File: config.mk
export PLATFORM = sky130hd
export DESIGN_NAME = stall_ctrl_flat
export DESIGN_NICKNAME = d
export VERILOG_FILES = /design/src/rtl/stall_ctrl_if.sv /design/src/rtl/stall_ctrl.sv /design/src/flat_wrapper.sv
export SDC_FILE = /design/constraint.sdc
export NUM_CORES = 1
export LEC_CHECK = 0
export ABC_AREA = 0
export ABC_CLOCK_PERIOD_IN_PS = 1500
export BUFFER_PORTS_ARGS = -buffer_cell sky130_fd_sc_hd__buf_2
export CORE_MARGIN = 4
export CORE_UTILIZATION = 44
export CTS_BUF_LIST = sky130_fd_sc_hd__clkbuf_4
export CTS_CLUSTER_DIAMETER = 120
export DETAILED_ROUTE_END_ITERATION = 8
export PLACE_DENSITY = 0.83
export SYNTH_ARGS = -nofsm -noshare
export SYNTH_HDL_FRONTEND = slang
export SYNTH_SLANG_ARGS = --single-unit
File: constraint.sdc
create_clock -name clk -period 1.5 [get_ports clk]
set_input_delay 0 -clock clk [delete_from_list [all_inputs] [get_ports clk]]
set_output_delay 0 -clock clk [all_outputs]
set_load 0.1 [all_outputs]
File: src/rtl/stall_ctrl_if.sv
// stall_ctrl_if: groups the decoder-side hazard inputs and the pipeline-control
// outputs of the stall controller. The pipeline side (or a bench) uses the
// master modport; the stall controller itself uses the slave modport.
interface stall_ctrl_if;
    logic [4:0]  D_rs;
    logic [4:0]  D_rt;
    logic [1:0]  D_tuse_rs;
    logic [1:0]  D_tuse_rt;
    logic        D_is_md;
    logic [4:0]  E_wa;
    logic [1:0]  E_tnew;
    logic [4:0]  M_wa;
    logic [1:0]  M_tnew;
    logic        E_md_start;
    logic        E_md_type;
    logic        F_WE;
    logic        D_WE;
    logic        E_clr;
    logic        md_busy;
    logic [3:0]  md_cnt;
    logic [15:0] stall_cnt;

    modport master (
        output D_rs, D_rt, D_tuse_rs, D_tuse_rt, D_is_md,
               E_wa, E_tnew, M_wa, M_tnew, E_md_start, E_md_type,
        input  F_WE, D_WE, E_clr, md_busy, md_cnt, stall_cnt
    );

    modport slave (
        input  D_rs, D_rt, D_tuse_rs, D_tuse_rt, D_is_md,
               E_wa, E_tnew, M_wa, M_tnew, E_md_start, E_md_type,
        output F_WE, D_WE, E_clr, md_busy, md_cnt, stall_cnt
    );
endinterface

File: src/rtl/stall_ctrl.sv
// stall_ctrl: hazard and stall controller for the 5-stage pipeline.
// Decides stalls from a Tuse/Tnew comparison against the E and M stages and
// from a busy counter modelling the multi-cycle mult/div unit.
// Optional feature macro: STALL_STATS_EN enables the saturating stall counter
// on stall_cnt; without it stall_cnt is a constant zero.
module stall_ctrl #(
    parameter int unsigned MULT_CYCLES = 5,
    parameter int unsigned DIV_CYCLES  = 10
) (
    input  logic         clk,
    input  logic         reset,
    stall_ctrl_if.slave  bus
);

    typedef enum logic {
        IDLE = 1'b0,
        BUSY = 1'b1
    } state_t;

    localparam logic [3:0] MULT_LOAD = 4'(MULT_CYCLES);
    localparam logic [3:0] DIV_LOAD  = 4'(DIV_CYCLES);

    state_t     state;
    state_t     state_next;
    logic [3:0] cnt_q;
    logic [3:0] cnt_next;
    logic       busy_q;
    logic       busy_next;

    logic       hazard_rs;
    logic       hazard_rt;
    logic       md_stall;
    logic       stall;

    // State, remaining-cycle count and busy flag register; reset returns to IDLE.
    always_ff @(posedge clk) begin
        if (reset) begin
            state  <= IDLE;
            cnt_q  <= 4'd0;
            busy_q <= 1'b0;
        end else begin
            state  <= state_next;
            cnt_q  <= cnt_next;
            busy_q <= busy_next;
        end
    end

    // Mult/div busy sequencing: load on a start in IDLE, count down in BUSY,
    // and release the unit when the last busy cycle (count 1) ends.
    always_comb begin
        state_next = state;
        cnt_next   = cnt_q;
        busy_next  = busy_q;
        unique case (state)
            IDLE: begin
                if (bus.E_md_start) begin
                    state_next = BUSY;
                    cnt_next   = bus.E_md_type ? DIV_LOAD : MULT_LOAD;
                    busy_next  = 1'b1;
                end
            end
            BUSY: begin
                if (cnt_q == 4'd1) begin
                    state_next = IDLE;
                    cnt_next   = 4'd0;
                    busy_next  = 1'b0;
                end else begin
                    cnt_next   = cnt_q - 4'd1;
                end
            end
            default: begin
                state_next = IDLE;
                cnt_next   = 4'd0;
                busy_next  = 1'b0;
            end
        endcase
    end

    // Stall decision: a source register hazards when a producer in E or M
    // will not have its value ready by the time D needs it; r0 never hazards.
    always_comb begin
        hazard_rs = (bus.D_rs != 5'd0) &&
                    (((bus.D_rs == bus.E_wa) && (bus.E_tnew > bus.D_tuse_rs)) ||
                     ((bus.D_rs == bus.M_wa) && (bus.M_tnew > bus.D_tuse_rs)));
        hazard_rt = (bus.D_rt != 5'd0) &&
                    (((bus.D_rt == bus.E_wa) && (bus.E_tnew > bus.D_tuse_rt)) ||
                     ((bus.D_rt == bus.M_wa) && (bus.M_tnew > bus.D_tuse_rt)));
        md_stall  = bus.D_is_md && (busy_q || bus.E_md_start);
        stall     = !reset && (hazard_rs || hazard_rt || md_stall);
    end

    assign bus.F_WE    = !stall;
    assign bus.D_WE    = !stall;
    assign bus.E_clr   = stall;
    assign bus.md_busy = busy_q;
    assign bus.md_cnt  = cnt_q;

`ifdef STALL_STATS_EN
    logic [15:0] stall_cnt_q;

    // Stall statistics: count stalled cycles, saturating at all-ones.
    always_ff @(posedge clk) begin
        if (reset) begin
            stall_cnt_q <= 16'h0000;
        end else if (stall && (stall_cnt_q != 16'hFFFF)) begin
            stall_cnt_q <= stall_cnt_q + 16'd1;
        end
    end

    assign bus.stall_cnt = stall_cnt_q;
`else
    assign bus.stall_cnt = 16'h0000;
`endif

endmodule
File: src/flat_wrapper.sv
// flat-port wrapper written by rule: the top's interface ports become plain ports
module stall_ctrl_flat 
#(
    parameter int unsigned MULT_CYCLES = 5,
    parameter int unsigned DIV_CYCLES  = 10
)
  (clk, reset, bus_D_rs, bus_D_rt, bus_D_tuse_rs, bus_D_tuse_rt, bus_D_is_md, bus_E_wa, bus_E_tnew, bus_M_wa, bus_M_tnew, bus_E_md_start, bus_E_md_type, bus_F_WE, bus_D_WE, bus_E_clr, bus_md_busy, bus_md_cnt, bus_stall_cnt);
  stall_ctrl_if bus_i ();
  input  logic clk;
  input  logic reset;
  input wire logic [$bits(bus_i.D_rs)-1:0] bus_D_rs;
  input wire logic [$bits(bus_i.D_rt)-1:0] bus_D_rt;
  input wire logic [$bits(bus_i.D_tuse_rs)-1:0] bus_D_tuse_rs;
  input wire logic [$bits(bus_i.D_tuse_rt)-1:0] bus_D_tuse_rt;
  input wire logic [$bits(bus_i.D_is_md)-1:0] bus_D_is_md;
  input wire logic [$bits(bus_i.E_wa)-1:0] bus_E_wa;
  input wire logic [$bits(bus_i.E_tnew)-1:0] bus_E_tnew;
  input wire logic [$bits(bus_i.M_wa)-1:0] bus_M_wa;
  input wire logic [$bits(bus_i.M_tnew)-1:0] bus_M_tnew;
  input wire logic [$bits(bus_i.E_md_start)-1:0] bus_E_md_start;
  input wire logic [$bits(bus_i.E_md_type)-1:0] bus_E_md_type;
  output wire logic [$bits(bus_i.F_WE)-1:0] bus_F_WE;
  output wire logic [$bits(bus_i.D_WE)-1:0] bus_D_WE;
  output wire logic [$bits(bus_i.E_clr)-1:0] bus_E_clr;
  output wire logic [$bits(bus_i.md_busy)-1:0] bus_md_busy;
  output wire logic [$bits(bus_i.md_cnt)-1:0] bus_md_cnt;
  output wire logic [$bits(bus_i.stall_cnt)-1:0] bus_stall_cnt;
  assign bus_i.D_rs = bus_D_rs;
  assign bus_i.D_rt = bus_D_rt;
  assign bus_i.D_tuse_rs = bus_D_tuse_rs;
  assign bus_i.D_tuse_rt = bus_D_tuse_rt;
  assign bus_i.D_is_md = bus_D_is_md;
  assign bus_i.E_wa = bus_E_wa;
  assign bus_i.E_tnew = bus_E_tnew;
  assign bus_i.M_wa = bus_M_wa;
  assign bus_i.M_tnew = bus_M_tnew;
  assign bus_i.E_md_start = bus_E_md_start;
  assign bus_i.E_md_type = bus_E_md_type;
  assign bus_F_WE = bus_i.F_WE;
  assign bus_D_WE = bus_i.D_WE;
  assign bus_E_clr = bus_i.E_clr;
  assign bus_md_busy = bus_i.md_busy;
  assign bus_md_cnt = bus_i.md_cnt;
  assign bus_stall_cnt = bus_i.stall_cnt;
  stall_ctrl #(.MULT_CYCLES(MULT_CYCLES), .DIV_CYCLES(DIV_CYCLES)) u_core (.clk(clk), .reset(reset), .bus(bus_i));
endmodule
---- Word-level counts from Yosys, hierarchy flattened ----
Cells that the tools add are included.
storage, ports and cells
  bits in registers ....................... 6
  input bits .............................. 33
  output and inout port bits .............. 24
  word-level logic and storage cells ...... 44
cells by class
  $add $sub $neg .......................... 1
  order comparisons ....................... 4
  equality and inequality tests ........... 7
  multiplexer cells ....................... 10
  bitwise gates (word level) .............. 1
  reductions and logical operators ........ 18
operators by type and width
  operator                                              count
  equality test 5 bit                                   4
  2-to-1 mux 4 bit                                      3
  nonzero test 5 bit                                    2
  greater-than comparator 2 bit                         4
  logical AND 1 bit                                     8
  case mux 4 bit (2 select lines)                       1
  logical OR 1 bit                                      5
  equality test 4 x 1 -> 1 bit (second input constant)  1
  2-to-1 mux 1 bit                                      4
  inequality test 2 bit (second input constant)         2
  case mux 1 bit (2 select lines)                       2
  subtractor 4 x 1 -> 4 bit (second input constant)     1
  zero test 1 bit                                       2
  AND reduction 2 bit                                   1
  inverter 1 bit                                        1

---- Depth between registers and ports, before layout ----
Gate-level depths: netlist of run 1.
  depth in word-level cells ............... 8
  depth in mapped cells ................... 8
  mapped depth without buffers ............ 7

---- Worst setup path before layout of run 1 ----
Ideal clock, no wire load.
  path type ............................... reg2out
  start point ............................. register u_core.busy_q (netlist: u_core.bus.md_busy)
  end point ............................... output bus_F_WE
  arrival ................................. 2.234 ns
  setup slack ............................. -0.734 ns
  stages on the path, launching flop included .. 4
  buffers on the path ..................... 1
  path through ............................ dfxtp_1 o211ai_1 and3_1 buf_4
on the way
  cells in the longest elaborated chain, start to end .. 5
ends and longest elaborated chain
  item                      line                text
  start: declaration        stall_ctrl.sv:27    logic busy_q;
  start signal: assignment  stall_ctrl.sv:44    busy_q <= busy_next;
  logical OR 1 bit          stall_ctrl.sv:88    md_stall = bus.D_is_md && (busy_q || bus.E_md_start);
  logical AND 1 bit         stall_ctrl.sv:88
  logical OR 1 bit          stall_ctrl.sv:89    stall = !reset && (hazard_rs || hazard_rt || md_stall);
  logical AND 1 bit         stall_ctrl.sv:89
  zero test 1 bit           --
  end: declaration          flat_wrapper.sv:22  output wire logic [$bits(bus_i.F_WE)-1:0] bus_F_WE;
No other way between the ends.

---- Worst setup path after layout of run 1 ----
  start point ............................. input bus_D_tuse_rs[1]
  end point ............................... output bus_F_WE
on the way
  cells in the longest elaborated chain, start to end .. 8
ends and longest elaborated chain
  item                                              line                                text
  start: declaration                                flat_wrapper.sv:13                  input wire logic [$bits(bus_i.D_tuse_rs)-1:0] bus_D_tuse_rs;
  greater-than comparator 2 bit (on tied branches)  stall_ctrl.sv:83, stall_ctrl.sv:84
  logical AND 1 bit (on tied branches)              stall_ctrl.sv:83, stall_ctrl.sv:84
  logical OR 1 bit *                                stall_ctrl.sv:83                    (((bus.D_rs == bus.E_wa) && (bus.E_tnew > bus.D_tuse_rs)) ||
  logical AND 1 bit *                               stall_ctrl.sv:82                    hazard_rs = (bus.D_rs != 5'd0) &&
  logical OR 1 bit * (2 in series)                  stall_ctrl.sv:89
  logical AND 1 bit *                               stall_ctrl.sv:89
  zero test 1 bit *                                 stall_ctrl.sv:92                    assign bus.F_WE = !stall;
Mark *: on every way between the ends. The rest lies on a longest branch, timed or not.

==> parameters.txt, run 1 <==
Parameter                              Value

Logic synthesis
  Cell count after synthesis ... ~120
  Top post-synthesis cells by count ... 17 x sky130_fd_sc_hd__buf_4, 13 x sky130_fd_sc_hd__xnor2_1, 10 x sky130_fd_sc_hd__ha_1, 10 x sky130_fd_sc_hd__inv_1, 7 x sky130_fd_sc_hd__xor2_1
  Most area-hungry cell type in the Yosys netlist ... sky130_fd_sc_hd__buf_4
  Share of the synthesized area in the top cell type ... 0.1429
  Area contributors post-synth ... sky130_fd_sc_hd__buf_4 14%, sky130_fd_sc_hd__ha_1 14%, sky130_fd_sc_hd__dfxtp_1 13%
  Number of enable flip-flop cells after synthesis ... 0
  Total of warnings raised by yosys ... 0
  Average size of a mapped cell ... slightly below 8 sq um
  Flop and latch count out of synthesis ... 6
  Register area share after synthesis ... 0.1345
  Dominant synthesized flop cell ... sky130_fd_sc_hd__dfxtp_1
  FFs w/ async S/R, synth ... 0
  Most repeated cell in the gate-level netlist after synthesis ... sky130_fd_sc_hd__buf_4
  Synth cell types ... 27
  Post-synth design cell area ... slightly below 900 sq um

Final layout
  Layout overhead on the synthesized area ... 36.83%
  Post-layout net count ... between 200 and 250
  Layout cells sized above 1 ... 0.3797
  Fill cell instance count of the final layout ... between 150 and 200
  Antenna diode count ... 0
  Utilization after layout ... 0.6295
  Sequential cell area ... about 130 sq um
  Post-route design area ... between 1000 and 1500 sq um
  Area of the multi-input gates ... ~730 sq um

Setup path
  R2R cell count ... 4
  CP Max Fanout ... 2
  Element type at the critical path start ... input port
  Slack of the worst reg-to-reg path ... about 250 ps
  Data arrival time of the worst path ... between 1000 and 1500 ps
  Worst setup path category ... input port to primary output
  Worst setup EP type ... primary output
  CP Data Required Time ... ~1500 ps
  Critical R2R Capture ... u_core.bus.md_cnt[3]
  Reg-to-reg critical path startpoint ... u_core.bus.md_cnt[2]

Power and ir drop
  Lkg Pwr ... 0.5778 nW
  Power density over the cells ... between 800 and 900 nW/um^2
  Worst vdd ir ... ~0.0005 V

Die
  Die outline area ... roughly 2800 sq um
  Initial core utilization ... 0.4601
  DIE HEIGHT ... roughly 53 um
  Std-Cell Rows ... 16
  Horizontal extent of the die ... roughly 53 um
  Core area ... between 1500 and 2000 sq um
  Top Ports ... between 50 and 60

Route
  Number of violations reported at the end of detailed-routing iteration 0 ... 7
  First drt pass iteration count ... 4
  Vias ... between 900 and 1000
  Avg Vias per Cell ... approximately 5
  Per-cell routed wire length ... roughly 14 um
  Post-detailed-routing wire length ... 2.530 mm
  Post-detailed-route count of antenna-violating nets ... 0
  Drc violations ... 0

Clock network
  Clock slew at reported path FFs ... 40 ps
  Count of H-tree levels built during CTS ... 1
  Clock latency of the later-clocked register in the worst-skew pair ... ~250 ps
  Sinks on Clock Net ... 6
  Clock tree root buffer cell ... sky130_fd_sc_hd__clkbuf_4
  CTS Buf Count ... 3
  Buffer depth of the longest clock path ... 2
  Clock tree from TritonCTS ... built

Timing
  Minimum period implied by the final worst setup slack ... 1430 ps
  Sum Neg Setup Slack ... 0 ps
  Count of final max-slew check failures ... 0
  Part of the cycle the worst path needs ... 0.9533
  Final count of negative-setup-slack endpoints ... 0
  Final hold violation count ... 0
  Post-Route Hold Slack ... between 100 and 150 ps
  Final setup skew ... roughly 5.0 ps
  F_max ... about 700 MHz

Global routing
  GRT Overall Usage ... 0.1772
  Largest net degree at the start of global routing ... 13
  Vias in the first global route ... about 900
  First-pass GRT wire length ... about 3.7 mm
  Remaining Overflow, GRT ... 0
  Antenna violations before repair ... 0

Status
  Outcome ... complete, no violations

Placed design
  Half-perimeter wire length after placement ... 2.078 mm
  Instance area after placement ... roughly 1100 sq um
  Routability congestion estimate from global placement ... between 0.8 and 0.9
  PortBufs ... 40

Worst hold path
  Start point of the worst min-delay path ... bus_E_md_start
  Hold endpoint ... u_core.state
  Number of stages on the worst hold path ... 2
  Type of the most critical hold path ... input port to register

Job
  # Max-Cap Violations ... 0
==> area by class of cell <==
| type | instances | share of cell area |
|---|---|---|
| Tap cell | 27 | 0.02764 |
| Multi-Input combinational cell | 96 | 0.5967 |
| Sequential cell | 6 | 0.1054 |
| Clock buffer | 4 | 0.02457 |
| Inverter | 10 | 0.03071 |
| Timing Repair Buffer | 42 | 0.2149 |
==> logic make-up after synthesis <==
group | share of synthesized area
and+or+nand+nor | 0.1863
xor gates and xnor gates | 0.1961
DFF | 0.1345
buffers and inverters | 0.1933
AOI/OAI and AO/OA | 0.1457
adders and majority gates | 0.1401
other | 0.004198
==> state kept, by name, summed over array words and instances, names as in the netlist <==
register / cells
u_core.state: 1
u_core.bus.md_busy: 1
u_core.bus.md_cnt: 4
==> placed cells by master (no fill, tap or decap), types with 2 or more instances in the layout <==
| cell | synthesis | final |
|---|---|---|
| sky130_fd_sc_hd__a211oi_1 | 4 | 4 |
| sky130_fd_sc_hd__a21oi_1 | 6 | 6 |
| sky130_fd_sc_hd__buf_12 | 0 | 3 |
| sky130_fd_sc_hd__buf_2 | 0 | 37 |
| sky130_fd_sc_hd__clkbuf_4 | 0 | 4 |
| sky130_fd_sc_hd__conb_1 | 1 | 16 |
| sky130_fd_sc_hd__dfxtp_2 | 0 | 4 |
| sky130_fd_sc_hd__ha_1 | 10 | 9 |
| sky130_fd_sc_hd__inv_1 | 10 | 10 |
| sky130_fd_sc_hd__nand2_1 | 5 | 5 |
| sky130_fd_sc_hd__nand3_1 | 3 | 3 |
| sky130_fd_sc_hd__nand4_1 | 3 | 3 |
| sky130_fd_sc_hd__nor2_1 | 6 | 6 |
| sky130_fd_sc_hd__nor2b_1 | 4 | 3 |
| sky130_fd_sc_hd__nor3_1 | 4 | 4 |
| sky130_fd_sc_hd__nor4_2 | 0 | 3 |
| sky130_fd_sc_hd__o221ai_2 | 0 | 2 |
| sky130_fd_sc_hd__or4_1 | 2 | 2 |
| sky130_fd_sc_hd__xnor2_1 | 13 | 13 |
| sky130_fd_sc_hd__xor2_1 | 7 | 7 |
==> power by group <==
part | switching (mW) | internal, mW | total [mW]
combinational | 0.482 | 0.170 | 0.651
sequential | 0.0220 | 0.180 | 0.202
clock | 0.0657 | 0.119 | 0.185
==> how the worst max path moves through the flow <==
stage,startpoint,cells past startpoint,slack (ps),to
after floorplan,bus_D_tuse_rt[1],7,-160,bus_E_clr
after global placement,bus_M_tnew[1],8,20,bus_D_WE
after detailed placement,bus_M_tnew[1],8,-50,bus_F_WE
after CTS,bus_M_tnew[1],8,4,bus_F_WE
after global routing,bus_D_tuse_rs[1],9,-30,bus_F_WE
final,bus_D_tuse_rs[1],9,70,bus_F_WE
==> routing by layer <==
metal / global-route usage / share of wire / vias to the layer above
met1: 0.1751 / 0.34 / 426
met4: 0.08511 / 0.033 / 0
met5: 0 / 0 / -
met3: 0.04225 / 0.097 / 11
met2: 0.3388 / 0.53 / 47
li1: - / - / 451
==> what timing repair did <==
action	in CTS	in global routing
pin swaps	0	7
hold buffers	1	0
cloned	0	0
setup endpoints to repair	2	3
buffers inserted	0	1
endpoints found under the hold margin	1	0
gates resized for setup	2	9
==> stage by stage <==
| step | power (mW) | instances | setup WS [ps] |
|---|---|---|---|
| after global routing | 1.093 | 185 | -32.78 |
| final | 1.038 | 185 | 69.99 |
| after CTS | 1.020 | 184 | 3.786 |
| after detailed placement | 0.8219 | 179 | -48.97 |
| after floorplan | 0.7147 | 131 | -160.0 |
| after global placement | 0.8052 | 179 | 22.43 |
==> worst max-delay path, stage by stage <==
cell and delay (ps):
sky130_fd_sc_hd__buf_2 80, sky130_fd_sc_hd__inv_1 70, sky130_fd_sc_hd__ha_4 270, sky130_fd_sc_hd__nor2b_4 130, sky130_fd_sc_hd__o21ai_2 70, sky130_fd_sc_hd__a2111oi_4 290
sky130_fd_sc_hd__o221ai_2 150, sky130_fd_sc_hd__and3_4 210, sky130_fd_sc_hd__buf_12 160
Power figures use the tool's default switching activity.
==> run 2: changes to the inputs <==
--- a/config.mk
+++ b/config.mk
@@ -8,6 +8,7 @@
 export ABC_AREA = 0
 export ABC_CLOCK_PERIOD_IN_PS = 1500
 export BUFFER_PORTS_ARGS = -buffer_cell sky130_fd_sc_hd__buf_2
+export CORE_ASPECT_RATIO = 0.9
 export CORE_MARGIN = 4
 export CORE_UTILIZATION = 44
 export CTS_BUF_LIST = sky130_fd_sc_hd__clkbuf_4
==> constraint.sdc (replaced) <==
create_clock -name clk -period 1.5 [get_ports clk]
set_input_delay 0 -clock clk [delete_from_list [all_inputs] [get_ports clk]]
set_output_delay 0 -clock clk [all_outputs]
set_load 0.005 [all_outputs]
==> run 2 against run 1 <==
Worst setup slack improved by 58 ps. Non-clock buffer count unchanged. Register-to-register slack improved by 30 ps. Via count is 4.2% lower. Hold slack gained 5.7 ps. Flip-flop and latch count unchanged. Final cell count is 1.6% lower. Clock skew is 1.1 ps higher. Sequential share of layout area rose by 0.077 points. Count of clock-buffer cells in the layout shrank 1. First-iteration DRC count grew to 2.9 times the previous value. Design area down 7.5%. Largest cell class unchanged.
==> parameters.txt, run 2 (same netlist as run 1, synthesis figures left out) <==
Parameter                              Value

Timing
  Least setup slack across all paths after layout ... roughly 130 ps
  Minimum period implied by the final worst setup slack ... approximately 1400 ps
  Post-Route Hold Slack ... ~120 ps
  Unrepaired setup endpoints after global routing ... false
  Part of the cycle the worst path needs ... 0.9145
  Final count of negative-setup-slack endpoints ... 0
  Count of final max-slew check failures ... 0
  Final setup skew ... just over 6 ps
  F_max ... 729.0 MHz
  Final hold violation count ... 0
  Sum Neg Setup Slack ... 0 ps

Setup path
  Worst setup path category ... input port to primary output
  Cell seen most often among critical-path stages ... sky130_fd_sc_hd__buf_2
  Cell family with the largest share of critical-path delay ... compound AO/OA/AOI/OAI gates
  CP Data Required Time ... about 1500 ps
  R2R cell count ... 4
  Element type at the critical path start ... input port
  Longest individual stage delay on the worst path ... 290 ps
  CP Max Fanout ... 2
  Total buffers and inverters traversed by the critical path ... 2
  Data arrival time of the worst path ... approximately 1400 ps
  Max stage delay cell, worst path ... sky130_fd_sc_hd__a2111oi_2
  Number of logic stages on the critical path including buffering ... 8
  Cells along the critical path ... buf_2 -> ha_4 -> nor2b_4 -> o21ai_1 -> a2111oi_2 -> o221ai_1 -> and3_1 -> buf_2
  Worst setup EP type ... primary output

Route
  Avg Vias per Cell ... around 5
  Post-detailed-route count of antenna-violating nets ... 0
  DR WL met2 ... ~1.2 mm
  Per-cell routed wire length ... roughly 13 um
  Vias ... 896
  Met1 wire length ... about 960 um
  Number of violations reported at the end of detailed-routing iteration 0 ... 20
  Met3 layer wire length in the routed design ... ~170 um
  Top layer reached by signal wires ... met4
  Post-detailed-routing wire length ... approximately 2.4 mm
  First drt pass iteration count ... 4
  Drc violations ... 0

Power and ir drop
  Lkg Pwr ... around 0.55 nW
  Net switching power of the design ... 0.2422 mW
  Design internal power ... around 0.41 mW
  Share of total power in the clock network ... 0.234
  Worst vdd ir ... around 0.00046 V
  Sequential share of power ... 0.304
  Portion of total power attributed to combinational logic ... 0.462
  Power density over the cells ... about 580 nW/um^2
  Switching fraction of total power ... 0.3701
  Overall power consumption ... approximately 0.65 mW

Placed design
  Place WS ... between 80 and 90 ps
  Routability congestion estimate from global placement ... a little under 0.9
  PortBufs ... 40
  Half-perimeter wire length after placement ... a little under 2 mm

Worst hold path
  Number of stages on the worst hold path ... 2
  Type of the most critical hold path ... input port to register

Clock network
  Sinks on Clock Net ... 6
  Clock slew at reported path FFs ... about 40 ps
  CTS Buf Count ... 3
  Clock tree from TritonCTS ... built
  Clock tree root buffer cell ... sky130_fd_sc_hd__clkbuf_4
  Count of H-tree levels built during CTS ... 1
  Buffer depth of the longest clock path ... 2
  Clock latency of the later-clocked register in the worst-skew pair ... roughly 250 ps

Final layout
  Layout overhead on the synthesized area ... 26.61%
  Post-layout net count ... between 200 and 250
  Utilization after layout ... 0.5909
  Fill cell instance count of the final layout ... 179
  Layout cells sized above 1 ... 0.3312
  Largest register FFs ... 4
  Antenna diode count ... 0
  Leading cell types in the layout, fill and taps excluded ... 40 x sky130_fd_sc_hd__buf_2, 16 x sky130_fd_sc_hd__conb_1, 13 x sky130_fd_sc_hd__xnor2_1
  Commonest non-fill, non-tap cell in the layout ... sky130_fd_sc_hd__buf_2

Status
  Outcome ... complete, no violations

Global routing
  Remaining Overflow, GRT ... 0
  Antenna violations before repair ... 0
  Vias in the first global route ... between 900 and 1000
  Largest net degree at the start of global routing ... 13
  GRT Overall Usage ... 0.1679
  First-pass GRT wire length ... 3.877 mm

Die
  Std-Cell Rows ... 15
  Die outline area ... between 2000 and 3000 sq um
  DIE HEIGHT ... 50.75 um
  Core area ... approximately 1900 sq um
  Initial core utilization ... 0.4667
  Horizontal extent of the die ... 55.50 um
  Top Ports ... 57

Job
  # Max-Cap Violations ... 0
run 2: cell types whose count changed in the layout (fill, tap and decap cells not counted), moves of 3 or more:
cell / before / now
sky130_fd_sc_hd__buf_12: 3 / 0
sky130_fd_sc_hd__buf_2: 37 / 40
sky130_fd_sc_hd__dfxtp_1: 1 / 6
sky130_fd_sc_hd__dfxtp_2: 4 / 0
run 2: timing repair:
item / 4_1_cts / 5_1_grt
endpoints found under the setup margin: 0 / 2
hold endpoints to repair: 2 / 0
resized for setup: 0 / 8
hold buffers: 1 / 0
setup buffers: 0 / 1
run 2: final timing paths:
kind | startpoint | end | slack [ps]
setup reg to reg | u_core.bus.md_cnt[2] | u_core.bus.md_cnt[3] | 280
hold reg to reg | u_core.bus.md_busy | u_core.bus.md_busy | 520
setup / recovery | bus_M_tnew[1] | bus_D_WE | 130
hold / removal | bus_E_md_start | u_core.state | 120
run 2: metal layers:
layer | global-route usage | vias up
met5 | 0 | -
met4 | 0.08907 | 0
met3 | 0.04627 | 7
met2 | 0.2913 | 38
met1 | 0.1866 | 398
li1 | - | 453
run 2: worst reg2reg max path, cell delays in order (launching register included):
cell,delay (ps)
sky130_fd_sc_hd__dfxtp_1,340
sky130_fd_sc_hd__or3_1,390
sky130_fd_sc_hd__nor3_1,140
sky130_fd_sc_hd__a21oi_1,60
sky130_fd_sc_hd__a211oi_1,220
run 2: area by class of cell:
class,count,area (sq um),area share
multi-input combinational,96,701.9,0.6206
timing repair buffer,42,217.7,0.1925
sequential,6,120.1,0.1062
inverter,10,37.54,0.03319
tap,25,31.28,0.02765
clock buffer,3,22.52,0.01991
run 2: through the flow:
stage | cell area (sq um) | instances
after floorplan | 949.7 | 131
after global placement | 1046 | 177
after detailed placement | 1046 | 177
after CTS | 1079 | 181
after global routing | 1131 | 182
final | 1131 | 182
run 2: power groups by stage:
stage,combinational (mW),clock (mW),sequential (mW)
2_1_floorplan,0.199,0,0.194
3_3_place_gp,0.266,0,0.199
3_5_place_dp,0.279,0,0.201
4_1_cts,0.282,0.164,0.198
5_1_grt,0.344,0.168,0.203
6_report,0.302,0.153,0.199
==> run 3: changes to the inputs <==
--- a/config.mk
+++ b/config.mk
@@ -7,7 +7,7 @@
 export LEC_CHECK = 0
 export ABC_AREA = 0
 export ABC_CLOCK_PERIOD_IN_PS = 1500
-export BUFFER_PORTS_ARGS = -buffer_cell sky130_fd_sc_hd__buf_2
+export BUFFER_PORTS_ARGS = -buffer_cell sky130_fd_sc_hd__buf_4
 export CORE_ASPECT_RATIO = 0.9
 export CORE_MARGIN = 4
 export CORE_UTILIZATION = 44
==> run 3 against run 2 <==
Global-route usage is 0.18 points higher. Register-to-register slack worse by 50 ps. Critical endpoint is now bus_F_WE. Largest cell class unchanged. Sequential power is essentially flat. Core utilization rose by 5.3 points. Sequential share of layout area is 0.87 points lower. Power grew 5.3%.
==> parameters.txt, run 3 (same netlist as run 1, synthesis figures left out) <==
Parameter                              Value

Final layout
  Antenna diode count ... 0
  Commonest non-fill, non-tap cell in the layout ... sky130_fd_sc_hd__buf_4
  Leading cell types in the layout, fill and taps excluded ... 40 x sky130_fd_sc_hd__buf_4, 16 x sky130_fd_sc_hd__conb_1, 13 x sky130_fd_sc_hd__xnor2_1
  Utilization after layout ... 0.6438
  Count of non-filler cells in the finished layout ... 182
  Post-route design area ... roughly 1200 sq um
  Largest register FFs ... 4
  Layout cells sized above 1 ... 0.3312
  Layout overhead on the synthesized area ... 37.95%
  Post-layout net count ... around 200

Route
  Number of violations reported at the end of detailed-routing iteration 0 ... 12
  Top layer reached by signal wires ... met4
  Post-detailed-routing wire length ... ~2.5 mm
  Post-detailed-route count of antenna-violating nets ... 0
  Met1 wire length ... 999 um
  DR WL met2 ... around 1.3 mm
  Met3 layer wire length in the routed design ... 190 um
  First drt pass iteration count ... 4
  Drc violations ... 0
  Per-cell routed wire length ... 13.73 um
  Vias ... just over 900
  Avg Vias per Cell ... roughly 5

Job
  # Max-Cap Violations ... 0

Setup path
  CP Data Required Time ... approximately 1500 ps
  Longest individual stage delay on the worst path ... between 300 and 400 ps
  Cells along the critical path ... buf_4 -> inv_2 -> ha_4 -> buf_4 -> a2111oi_2 -> o221ai_1 -> and3_1 -> buf_4
  Worst setup path category ... input port to primary output
  Data arrival time of the worst path ... around 1400 ps
  CP Max Fanout ... 2
  Worst setup EP type ... primary output
  Total buffers and inverters traversed by the critical path ... 4
  Cell seen most often among critical-path stages ... sky130_fd_sc_hd__buf_4
  Element type at the critical path start ... input port
  Max stage delay cell, worst path ... sky130_fd_sc_hd__a2111oi_2
  Slack of the worst reg-to-reg path ... ~230 ps
  Cell family with the largest share of critical-path delay ... compound AO/OA/AOI/OAI gates

Global routing
  First-pass GRT wire length ... 3.850 mm
  Remaining Overflow, GRT ... 0
  Largest net degree at the start of global routing ... 13
  Vias in the first global route ... between 900 and 1000
  Antenna violations before repair ... 0
  GRT Overall Usage ... 0.1697

Timing
  Final hold violation count ... 0
  Sum Neg Setup Slack ... 0 ps
  F_max ... 713.3 MHz
  Minimum period implied by the final worst setup slack ... between 1000 and 1500 ps
  Count of final max-slew check failures ... 0
  Final setup skew ... 5.083 ps
  Part of the cycle the worst path needs ... 0.9346
  Final count of negative-setup-slack endpoints ... 0

Power and ir drop
  Overall power consumption ... about 0.69 mW
  Design internal power ... between 0.4 and 0.5 mW
  Portion of total power attributed to combinational logic ... 0.494
  Sequential share of power ... 0.290
  Net switching power of the design ... 0.2406 mW
  Switching fraction of total power ... 0.3491
  Lkg Pwr ... around 0.58 nW
  Share of total power in the clock network ... 0.216
  Worst vdd ir ... roughly 0.00048 V
  Power density over the cells ... around 560 nW/um^2

Die
  Die outline area ... between 2000 and 3000 sq um
  Initial core utilization ... 0.4667
  DIE HEIGHT ... around 51 um
  Horizontal extent of the die ... about 55 um
  Top Ports ... 57
  Core area ... 1914 sq um
  Std-Cell Rows ... 15

Clock network
  Clock tree root buffer cell ... sky130_fd_sc_hd__clkbuf_4
  Clock slew at reported path FFs ... 40 ps
  Sinks on Clock Net ... 6
  Buffer depth of the longest clock path ... 2
  Count of H-tree levels built during CTS ... 1
  Clock latency of the later-clocked register in the worst-skew pair ... 240 ps
  CTS Buf Count ... 3
  Clock tree from TritonCTS ... built

Placed design
  PortBufs ... 40
  Instance area after placement ... 1146 sq um
  Routability congestion estimate from global placement ... roughly 0.9
  Half-perimeter wire length after placement ... 2.060 mm
  Dpl cells ... approximately 180

Status
  Outcome ... complete, no violations

Worst hold path
  Type of the most critical hold path ... input port to register
[run 3: per-layer routing]
layer  vias up  GRT usage
met5         -          0
met4         0    0.07287
met3         2    0.04113
met2        35     0.3150
met1       422     0.1826
li1        452          -
[run 3: final timing paths]
| check | start | depth (start not counted) | end |
|---|---|---|---|
| setup / recovery | bus_D_tuse_rs[1] | 8 | bus_F_WE |
| hold / removal | bus_E_md_start | 2 | u_core.state |
| setup reg to reg | u_core.bus.md_cnt[2] | 4 | u_core.bus.md_cnt[3] |
| hold reg to reg | u_core.bus.md_busy | 2 | u_core.bus.md_busy |
[run 3: worst reg2reg max path, cell delays in order (launching register included)]
cell                       delay (ps)
sky130_fd_sc_hd__dfxtp_1          350
sky130_fd_sc_hd__or3_1            410
sky130_fd_sc_hd__nor3_1           160
sky130_fd_sc_hd__a21oi_1           60
sky130_fd_sc_hd__a211oi_1         220
[run 3: area by class of cell]
type | count | area [sq um]
Clock buffer | 3 | 22.52
Fill cell | 162 | 681.9
Inverter | 10 | 37.54
Multi-Input combinational cell | 96 | 699.4
Sequential cell | 6 | 120.1
Tap cell | 25 | 31.28
Timing Repair Buffer | 42 | 321.6
[run 3: power by group through the flow]
stage                     clock network [mW]  logic (mW)  registers [mW]
after CTS                              0.159       0.318           0.199
final                                  0.149       0.340           0.200
after global placement                     0       0.300           0.200
after detailed placement                   0       0.315           0.202
after global routing                   0.167       0.375           0.202
after floorplan                            0       0.199           0.194
[run 3: timing repair]
| item | in CTS | in global routing |
|---|---|---|
| endpoints found under the hold margin | 5 | 0 |
| hold buffers | 1 | 0 |
| setup buffers | 0 | 1 |
| resized for setup | 0 | 10 |
| endpoints found under the setup margin | 0 | 2 |
[run 3: through the flow]
step | setup slack [ps] | hold slack (ps)
final | 98.04 | 69.37
after global routing | -13.84 | 78.46
after CTS | 34.76 | 56.48
after detailed placement | 37.77 | 223.6
after global placement | 57.76 | 216.0
after floorplan | 290.3 | 72.38
